## config.mk

```make
export PLATFORM = sky130hd
export DESIGN_NAME = ray_inverse_sched
export DESIGN_NICKNAME = d
export VERILOG_FILES = /design/src/rtl/ray_inverse_sched.sv
export SDC_FILE = /design/constraint.sdc
export NUM_CORES = 1
export LEC_CHECK = 0
export CORE_MARGIN = 2
export CORE_UTILIZATION = 50
export CTS_CLUSTER_DIAMETER = 100
export DETAILED_ROUTE_END_ITERATION = 6
export PLACE_DENSITY = 0.92
export SYNTH_ARGS = -nofsm -noshare
export SYNTH_HDL_FRONTEND = slang
export SYNTH_SLANG_ARGS = --single-unit
```

## constraint.sdc

```tcl
create_clock -name clk -period 3.24 [get_ports clk]
set_input_delay 0.648 -clock clk [delete_from_list [all_inputs] [get_ports clk]]
set_output_delay 0.648 -clock clk [all_outputs]
set_load 0.02 [all_outputs]
```

## src/rtl/ray_inverse_sched.sv

```systemverilog
// Schedules three reciprocal divisions (1/x, 1/y, 1/z) per ray on a shared
// divider and collects the in-order results into one output beat.
//
// Handshakes: a transfer happens on a rising edge where valid and ready are
// both high; valid never depends combinationally on ready.
module ray_inverse_sched #(
  parameter logic signed [17:0] DIVIDEND_ONE = 18'sd1,
  parameter int                 WAIT_MAX     = 64
) (
  input  logic               clk,
  input  logic               rst_n,
  input  logic               in_valid,
  output logic               in_ready,
  input  logic signed [27:0] dir_x,
  input  logic signed [27:0] dir_y,
  input  logic signed [27:0] dir_z,
  output logic               div_clk_en,
  output logic               div_divisor_tvalid,
  output logic               div_dividend_tvalid,
  output logic signed [27:0] div_divisor,
  output logic signed [17:0] div_dividend,
  input  logic               div_tvalid,
  input  logic               div_by_zero,
  input  logic signed [35:0] div_result,
  output logic               out_valid,
  input  logic               out_ready,
  output logic signed [35:0] inv_x,
  output logic signed [35:0] inv_y,
  output logic signed [35:0] inv_z,
  output logic [2:0]         dz_flags,
  output logic               err,
  output logic [1:0]         dbg_state
);

  typedef enum logic [1:0] {IDLE, ISSUE, WAIT, OUT} state_t;

  localparam logic [7:0]         WAIT_LAST = 8'(WAIT_MAX - 1);
  localparam logic signed [35:0] SAT_POS   = 36'sh7FFFFFFFF;

  state_t             state_q;
  state_t             state_d;
  logic               run_q;
  logic signed [27:0] dir_y_q;
  logic signed [27:0] dir_z_q;
  logic [1:0]         issue_q;
  logic [1:0]         res_cnt_q;
  logic [7:0]         wait_q;
  logic               in_hs;
  logic               beat_ok;
  logic               beat_last;
  logic               timeout;

  always_comb begin
    in_ready            = run_q && (state_q == IDLE);
    out_valid           = (state_q == OUT);
    div_clk_en          = run_q;
    div_divisor_tvalid  = (state_q == ISSUE);
    div_dividend_tvalid = (state_q == ISSUE);
    dbg_state           = state_q;
    in_hs               = in_valid && in_ready;
    // Results may overtake the issue phase, so ISSUE also accepts beats.
    beat_ok             = div_tvalid && ((state_q == ISSUE) || (state_q == WAIT));
    beat_last           = beat_ok && (res_cnt_q == 2'd2);
    timeout             = (state_q == WAIT) && !div_tvalid && (wait_q == WAIT_LAST);
    state_d             = state_q;
    case (state_q)
      IDLE:    if (in_hs) state_d = ISSUE;
      ISSUE:   begin
                 if (beat_last)              state_d = OUT;
                 else if (issue_q == 2'd2)   state_d = WAIT;
               end
      WAIT:    if (beat_last || timeout) state_d = OUT;
      OUT:     if (out_ready) state_d = IDLE;
      default: state_d = IDLE;
    endcase
  end

  always_ff @(posedge clk or negedge rst_n) begin
    if (!rst_n) begin
      state_q      <= IDLE;
      run_q        <= 1'b0;
      div_divisor  <= '0;
      div_dividend <= '0;
      dir_y_q      <= '0;
      dir_z_q      <= '0;
      issue_q      <= '0;
      res_cnt_q    <= '0;
      wait_q       <= '0;
      inv_x        <= '0;
      inv_y        <= '0;
      inv_z        <= '0;
      dz_flags     <= '0;
      err          <= 1'b0;
    end else begin
      run_q   <= 1'b1;
      state_q <= state_d;

      // The x divisor is loaded at accept so it is on the bus in the first issue cycle.
      if (in_hs) begin
        div_divisor  <= dir_x;
        div_dividend <= DIVIDEND_ONE;
        dir_y_q      <= dir_y;
        dir_z_q      <= dir_z;
        issue_q      <= '0;
        res_cnt_q    <= '0;
        wait_q       <= '0;
      end

      if (state_q == ISSUE) begin
        issue_q <= issue_q + 2'd1;
        case (issue_q)
          2'd0:    div_divisor <= dir_y_q;
          2'd1:    div_divisor <= dir_z_q;
          default: ;
        endcase
      end

      if (state_q == WAIT) wait_q <= div_tvalid ? 8'd0 : wait_q + 8'd1;

      if (beat_ok) begin
        res_cnt_q <= res_cnt_q + 2'd1;
        case (res_cnt_q)
          2'd0: begin
            inv_x       <= div_by_zero ? SAT_POS : div_result;
            dz_flags[0] <= div_by_zero;
          end
          2'd1: begin
            inv_y       <= div_by_zero ? SAT_POS : div_result;
            dz_flags[1] <= div_by_zero;
          end
          default: begin
            inv_z       <= div_by_zero ? SAT_POS : div_result;
            dz_flags[2] <= div_by_zero;
          end
        endcase
      end

      // Axes the divider never answered are reported as zero.
      if (timeout) begin
        err <= 1'b1;
        if (res_cnt_q == 2'd0) begin
          inv_x       <= '0;
          dz_flags[0] <= 1'b0;
        end
        if (res_cnt_q <= 2'd1) begin
          inv_y       <= '0;
          dz_flags[1] <= 1'b0;
        end
        inv_z       <= '0;
        dz_flags[2] <= 1'b0;
      end

      if (div_tvalid && !beat_ok) err <= 1'b1;
    end
  end

endmodule

```

### Word level (Yosys, flattened, before mapping)

Cells that the tools add are included.

| storage, ports and cells | value |
|---|---|
| flip-flop bits (word level) | 212 |
| output and inout bits | 165 |
| word-level logic and storage cells | 90 |

| cells by class | value |
|---|---|
| add/sub/neg operators | 3 |
| order comparisons | 1 |
| equality and inequality tests | 13 |
| mux-type cells | 36 |
| reductions and logical operators | 22 |

Operators with widths:

| cell | number |
|---|---|
| $mux W36 | 12 |
| $mux W28 | 2 |
| $pmux W28 S2 | 1 |
| $mux W8 | 3 |
| $mux W2 | 8 |
| $reduce_bool A2 Y1 | 5 |
| $add A8 B1 Y8 const B | 1 |
| $eq A2 B2 Y1 const B | 4 |
| $eq A8 B6 Y1 const B | 1 |
| $pmux W2 S4 | 1 |
| $logic_and A1 B1 Y1 | 7 |
| $mux W1 | 7 |
| $eq A2 B1 Y1 const B | 3 |
| $logic_not A2 Y1 | 3 |
| $mux W3 | 2 |
| $ne A2 B1 Y1 const B | 3 |
| $add A2 B1 Y2 const B | 2 |
| $reduce_and A4 Y1 | 1 |
| $ne A3 B1 Y1 const B | 1 |
| $le A2 B1 Y1 const B | 1 |
| $logic_not A1 Y1 | 2 |
| $logic_or A1 B1 Y1 | 2 |
| $ne A2 B2 Y1 const B | 1 |
| $reduce_and A2 Y1 | 1 |
| $reduce_or A2 Y1 | 1 |

### Logic depth before layout (Yosys ltp)

| logic depth | value |
|---|---|
| depth after elaboration | 7 |
| depth in mapped cells | 8 |

### Least setup slack after synthesis

No wires, ideal clock.

| timing | value |
|---|---|
| path type | register -> register |
| start | register state_q[0], in the netlist dbg_state[0] |
| end | register inv_z[0] |
| library setup time | 0.094 ns |
| data arrival time | 1.989 ns |
| data required time | 3.146 ns |
| setup slack | 1.157 ns |
| stages on the path, launching flop included | 8 |
| buffers on the path | 1 |
| period minus slack after synthesis | 2.083 ns |
| cells stage by stage | dfrtp_1 > inv_1 > ha_1 > nand2_1 > nor3_2 > buf_2 > nor2_1 > a211oi_1 |

| between the ends | value |
|---|---|
| longest elaborated chain between the ends | 5 |
| elaborated cells on any way between the ends | 10 |
| those cells by class | eq/ne (3); mux (1); reduce/logical (6) |

RTL lines:

| what | RTL line | RTL |
|---|---|---|
| start, declared | 40 | `state_t state_q;` |
| start signal, assigned | 96 | `state_q <= state_d;` |
| $eq A2 B2 Y1 / $eq A2 B1 Y1 (equally long branches) | 62, 64 |  |
| $logic_and A1 B1 Y1 / $logic_or A1 B1 Y1 (equally long branches) | 64, 62 |  |
| $logic_and A1 B1 Y1 (on tied branches) | 64, 62 |  |
| $ne A2 B1 Y1 (no source line) / $reduce_bool A2 Y1 (equally long branches) | n/a |  |
| $reduce_and A2 Y1 (no source line) | n/a |  |
| end signal, assigned | 132 | `inv_z <= div_by_zero ? SAT_POS : div_result;` |
| end, declared | 29 | `output logic signed [35:0] inv_z,` |

Several ways; a longest one is shown, not always the timed one.
A chain may end at the register's enable or synchronous reset.

### Final worst setup path

| timing | value |
|---|---|
| start | register state_q[0], in the netlist dbg_state[0] |
| end | output port in_ready |

| between the ends | value |
|---|---|
| longest elaborated chain between the ends | 2 |

RTL lines:

| what | RTL line | RTL |
|---|---|---|
| $logic_not A2 Y1 | 54 | `in_ready = run_q && (state_q == IDLE);` |
| $logic_and A1 B1 Y1 | 54 |  |
| end, declared | 13 | `output logic in_ready,` |

No other way between the ends.

==> out/metrics.yaml <==
status:
  status: "complete, no violations"
layout:
  drive_gt1_share_pct: 5.941
  fin_nets: 1317
  antenna_cells: 0
  post-route-util_pct: 71.69
  area_delta_synth_final_pct: 40.49
  layoutNonFillerInstCount: 1424
sta:
  report.final.slew_viol_count: 0
  fin_skew_ns: 0.01235
  fin_ws_ns: 0.3528
  hold_violations: 0
  max_freq_mhz: 346.4
  setup_tns_ns: 0
  setup_viol: 0
  fin_crit_ns: 2.887
  maxSlewHeadroom_pct: 57.12
  tightestPinTransition_ns: 0.6352
  finalCritPeriodShare_pct: 89.11
  rsz0062_at_grt: "false"
clock_network:
  clk_pin_slew_ns: 0.07
  htreeDepth: 1
  clk_path_buf_depth: 3
  cts_buffers: 22
  clk_latency_ns: 0.50
  post_cts_buffers: 0
  cts_tree: "yes"
  root_buffer: "clkbuf_16"
  clock_sinks: 212
  cts_hold_buf: 0
  ctsResizeCount: 0
floorplanning:
  start_util_pct: 51.03
  fp.dieW_um: 139.4
  rows: 49
  io_pins: 291
  dieArea_sq_mm: 0.01943
  core-area_sq_mm: 0.01796
  die_h_um: 139.4
placement:
  place_worst_setup_slack_ns: 0.5345
  place_inst: 1384
  place.gp.congestion: 0.8159
  dp_hpwl_um: 17570
  portBuffers: 273
grt:
  antenna_found_initial: 0
  grt.total_usage_pct: 26.71
  grt_pass1_vias: 8077
  overflow: 0
  grt_max_degree: 69
  grt_pass1_wl_um: 42380
critical_path:
  crit_type: "flop to primary output"
  worstPathArrival_ns: 2.24
  startpoint_type: "flop"
  r2r_slack_ns: 0.82
  critPathMaxFanout: 7
  cp_data_required_time_ns: 2.59
  endpoint_kind: "primary output"
logic_synthesis:
  synthTopCellsByArea: "dfrtp_1 (58%), a211oi_1 (8.6%), nand2_1 (8.5%), nor2_1 (6.2%), mux2i_1 (3.8%)"
  synth_edf_count: 0
  synth_area_sq_mm: 0.009166
  synth-seq-cells: 212
  synthCells: 928
  yosysTopAreaCellShare_pct: 57.88
  yosysWarnings: 0
  yosysSeqAreaShare_pct: 57.88
  yosysUniqueCellTypes: 39
  yosysTopAreaCell: "dfrtp_1"
  avgSynthCellArea_sq_um: 9.877
  async_flop_share_pct: 100.0
  synthFlopType: "dfrtp_1"
routing:
  drc: 0
  post_drt_via_cell_ratio: 5.560
  wirelength_um: 26440
  drt_iter0_drc: 480
  postRouteAntennaNets: 0
  num_vias: 7917
  wl_per_cell_um: 18.56
  drt-pass1-iter-count: 6
flow_run:
  cap_violations: 0
power:
  power.leakage_nw: 5.446
  power_w: 0.01331
  max-vdd-ir-drop_v: 0.0007776
  power_density_mw_per_mm2: 1033
min_path:
  hold_path_class: "input pin to asynchronous set/reset pin"
worst max-delay path, cell delays in order, from the launching register on:
cell and delay, ns:
dfrtp_1 0.46, inv_1 0.14, ha_1 0.24, and2_1 0.22, clkdlybuf4s50_1 0.67
cell type report:
cell class / count / area, sq um
flip-flops and latches: 212 / 5305
inverters: 10 / 37.54
repair buffers: 296 / 2984
well taps: 229 / 286.5
multi-input cells: 637 / 3472
fillers: 1170 / 5086
clock buffers: 24 / 579.3
clock inverters: 16 / 212.7
metal layers:
metal  global-route usage (%)  share of wire (%)  vias up
met2                    44.89                 49      412
met3                    5.403                9.2       62
met4                    9.676                3.5        0
li1                         -                  -     3616
met1                    34.57                 39     3827
met5                        0                  0        -
state kept, by name, summed over array words and instances (netlist names):
register and count:
res_cnt_q 2, dir_y_q 28, err 1, wait_q 8
dbg_state 2, dir_z_q 28, issue_q 2, div_divisor 28
inv_y 36, inv_x 36, inv_z 36, div_dividend 1
div_clk_en 1, dz_flags 3
kinds of logic (layout without fill, tap and decap cells):
logic type / count (synthesis) / in the layout / synth area share (%)
and+or+nand+nor: 385 / 385 / 16.59
buffers and inverters: 95 / 346 / 5.119
xor gates and xnor gates: 1 / 1 / 0.09557
muxes: 35 / 35 / 3.822
DFF: 212 / 212 / 57.88
other: 2 / 18 / 0.08193
AOI/OAI and AO/OA: 186 / 186 / 14.78
adders and majority gates: 12 / 12 / 1.638
cell usage after synthesis (2+ instances only):
cell / n
dfrtp_1: 212
nand2_1: 207
nor2_1: 152
a211oi_1: 105
clkbuf_1: 45
o21ai_0: 38
mux2i_1: 35
a22o_1: 30
buf_4: 19
buf_2: 15
ha_1: 12
inv_1: 10
nand3_1: 7
and2_1: 4
o31ai_1: 4
and3_1: 3
buf_1: 3
buf_6: 3
nor2b_1: 3
conb_1: 2
path summary, 6_finish.rpt:
path                                          start                 endpoint  cells after the start
min in group clk             dir_z_q[5]$_DFFE_PN0P_   dir_z_q[5]$_DFFE_PN0P_                      2
hold / removal                                rst_n  dir_y_q[13]$_DFFE_PN0P_                      1
max in group asynchronous                     rst_n    inv_z[24]$_DFFE_PN0P_                      2
hold reg to reg              dir_z_q[5]$_DFFE_PN0P_   dir_z_q[5]$_DFFE_PN0P_                      2
setup / recovery           dbg_state[0]$_DFFE_PN0P_                 in_ready                      4
setup reg to reg           dbg_state[0]$_DFFE_PN0P_    inv_z[15]$_DFFE_PN0P_                      7
cells in the final DEF, fill, tap and decap left out, types with 2 or more instances in the layout:
master | Yosys | routed
o21ai_0 | 38 | 38
inv_1 | 10 | 10
mux2i_1 | 35 | 35
o31ai_1 | 4 | 4
nand3_1 | 7 | 7
conb_1 | 2 | 18
clkinvlp_4 | 0 | 6
a22o_1 | 30 | 30
ha_1 | 12 | 12
clkinv_4 | 0 | 2
clkinv_2 | 0 | 2
nor2b_1 | 3 | 3
nand2_1 | 207 | 206
clkbuf_16 | 0 | 23
buf_4 | 19 | 17
clkdlybuf4s50_1 | 0 | 272
a211oi_1 | 105 | 105
bufinv_16 | 0 | 4
nor2_1 | 152 | 152
and2_1 | 4 | 4
buf_12 | 0 | 6
dfrtp_1 | 212 | 212
metrics by stage:
step	cell area (sq um)	hold WS [ns]
global placement	12090	0.4585
CTS	12880	0.1571
finish	12880	0.1323
floorplan	9226	0.3524
detailed placement	12090	0.4638
global route	12880	0.1748
where the power goes:
group	switching [W]	total (W)	internal (W)	leakage, nW
clock network	0.00111	0.00275	0.00164	0.369
registers	0.000757	0.00459	0.00383	2.39
logic	0.00328	0.00597	0.00269	2.69
total	0.00515	0.0133	0.00816	5.45
Note: power is estimated with default switching activity, not from simulation.
==> variant (same flow settings) <==
Register the inputs `div_tvalid`, `div_by_zero` and `div_result` before use, without a reset. The logic sees them one clock later. The other inputs are not delayed to match.
--- a/src/rtl/ray_inverse_sched.sv
+++ b/src/rtl/ray_inverse_sched.sv
@@ -37,6 +37,16 @@
   localparam logic [7:0]         WAIT_LAST = 8'(WAIT_MAX - 1);
   localparam logic signed [35:0] SAT_POS   = 36'sh7FFFFFFFF;
 
+  logic div_tvalid_q;
+  logic div_by_zero_q;
+  logic signed [35:0] div_result_q;
+
+  always_ff @(posedge clk) begin
+    div_tvalid_q  <= div_tvalid;
+    div_by_zero_q <= div_by_zero;
+    div_result_q  <= div_result;
+  end
+
   state_t             state_q;
   state_t             state_d;
   logic               run_q;
@@ -59,9 +69,9 @@
     dbg_state           = state_q;
     in_hs               = in_valid && in_ready;
     // Results may overtake the issue phase, so ISSUE also accepts beats.
-    beat_ok             = div_tvalid && ((state_q == ISSUE) || (state_q == WAIT));
+    beat_ok             = div_tvalid_q && ((state_q == ISSUE) || (state_q == WAIT));
     beat_last           = beat_ok && (res_cnt_q == 2'd2);
-    timeout             = (state_q == WAIT) && !div_tvalid && (wait_q == WAIT_LAST);
+    timeout             = (state_q == WAIT) && !div_tvalid_q && (wait_q == WAIT_LAST);
     state_d             = state_q;
     case (state_q)
       IDLE:    if (in_hs) state_d = ISSUE;
@@ -115,22 +125,22 @@
         endcase
       end
 
-      if (state_q == WAIT) wait_q <= div_tvalid ? 8'd0 : wait_q + 8'd1;
+      if (state_q == WAIT) wait_q <= div_tvalid_q ? 8'd0 : wait_q + 8'd1;
 
       if (beat_ok) begin
         res_cnt_q <= res_cnt_q + 2'd1;
         case (res_cnt_q)
           2'd0: begin
-            inv_x       <= div_by_zero ? SAT_POS : div_result;
-            dz_flags[0] <= div_by_zero;
+            inv_x       <= div_by_zero_q ? SAT_POS : div_result_q;
+            dz_flags[0] <= div_by_zero_q;
           end
           2'd1: begin
-            inv_y       <= div_by_zero ? SAT_POS : div_result;
-            dz_flags[1] <= div_by_zero;
+            inv_y       <= div_by_zero_q ? SAT_POS : div_result_q;
+            dz_flags[1] <= div_by_zero_q;
           end
           default: begin
-            inv_z       <= div_by_zero ? SAT_POS : div_result;
-            dz_flags[2] <= div_by_zero;
+            inv_z       <= div_by_zero_q ? SAT_POS : div_result_q;
+            dz_flags[2] <= div_by_zero_q;
           end
         endcase
       end
@@ -150,7 +160,7 @@
         dz_flags[2] <= 1'b0;
       end
 
-      if (div_tvalid && !beat_ok) err <= 1'b1;
+      if (div_tvalid_q && !beat_ok) err <= 1'b1;
     end
   end
 
Check against the original RTL: not equivalent (Yosys sat finds a counterexample within 4 cycles, from zero or initial values and one cycle with rst_n low).
==> variant against the unedited design <==
- clock power up 7.3%
- power up 5.8%
- synthesized area up 9.5%
- count of clock-buffer cells in the layout up 18
- final cell count down 1.7%
- wire length up 3.9%
- critical endpoint unchanged
- sequential cell count up 38
- design area up 7.8%
- synthesized cell count down 8.3%
- setup slack better by 0.083 ns
- global-route usage down 0.95 points
- first-iteration DRC count down 19%
- worst hold slack better by 0.041 ns
- critical path depth unchanged
==> variant: results (changes against the unedited design) <==
stage,metric,value,unit,change
layout,clock network area share,0.0616,,was 0.0615
grt,vias in the first global route,8092,,"was 8,077"
logic_synthesis,distinct cell type count after synthesis,40,,was 39
route,drt first-iter violations,387,,was 480
layout,total of fill cells in the finished design,1287,,"was 1,170"
pwr,logic gate share of total power,0.431,,was 0.449
worst_setup_path,reg2reg end,inv_z[22],,was inv_z[15]
pwr,switch share,0.362,,was 0.387
logic_synthesis,Synth Area in Adders,0.0150,,was 0.0164
logic_synthesis,fraction of the mapped netlist area in compound gates,0.144,,was 0.148
outcome,run status,"finished, final reports clean",,unchanged
route,number of iterations in the first detailed-routing pass,7,,was 6
logic_synthesis,share of the synthesized area in the top cell type,0.529,,was 0.579
placement,placed cell area,0.0130,mm^2,was 0.0121 mm^2
worst_setup_path,largest stage delay on the critical path,0.60,ns,was 0.67 ns
layout,Layout clock buffers,42,,was 24
worst_setup_path,"Data arrival, critical path",2.16,ns,was 2.24 ns
route,total wire length after detailed routing,27500,um,"was 26,400 um"
pwr,worst supply voltage drop on vdd,0.520,mV,was 0.778 mV
logic_synthesis,count of state elements after synthesis,250,,was 212
logic_synthesis,part of the Yosys area used for sequential elements,0.605,,was 0.579
logic_synthesis,post-synthesis share of cell area spent on xor and xnor gates,0.000873,,was 0.000956
grt,global routing usage summed across all routing layers,0.258,,was 0.267
layout,"Buffers, non-clock",299,,was 296
logic_synthesis,ranking of synthesized cells by area,"dfrtp_1 (53%), dfxtp_1 (7.6%), a211oi_1 (6.4%)",,"was dfrtp_1 (58%), a211oi_1 (8.6%), nand2_1 (8.5%)"
worst_setup_path,Worst Path Max Fanout,6,,was 7
layout,sequential share of cell area,0.437,,was 0.412
floorplanning,core footprint,0.0196,mm^2,was 0.0180 mm^2
layout,multi-input gate share of the layout cell area,0.259,,was 0.270
route,routed via count divided by cell count,5.49,,was 5.56
clock_tree,CTS Buf Count,26,,was 22
worst_setup_path,reg2reg start,dbg_state[1],,was dbg_state[0]
[variant: changes by cell type in the layout (fill, tap and decap cells not counted), moves of 5 or more]
cell	unedited run	this run
nand2_1	206	41
a211oi_1	105	85
clkbuf_1	1	11
mux2_2	0	56
a211oi_2	0	20
clkinvlp_4	6	1
dfxtp_1	0	38
[variant: metrics by stage]
stage	util	hold slack (ns)	worst slack [ns]
floorplan	-	0.352	1.27
global placement	0.665	0.453	0.833
detailed placement	0.665	0.477	0.720
CTS	0.708	0.193	0.403
global route	0.708	0.228	0.313
finish	0.708	0.174	0.436
[variant: worst max-delay path by stage]
stage	startpoint	to	cells after the start
after floorplan	dbg_state[1]	dbg_state[1]	7
after global placement	in_valid	dir_z_q[25]	4
after detailed placement	in_valid	div_divisor[7]	5
after CTS	dbg_state[0]	in_ready	4
after global routing	dbg_state[0]	in_ready	4
final	dbg_state[0]	in_ready	4
[variant: per-layer routing]
layer  track usage  part of all wire
met5             0                 0
met4        0.0789             0.029
met3        0.0589             0.088
met2         0.450              0.50
met1         0.320              0.38
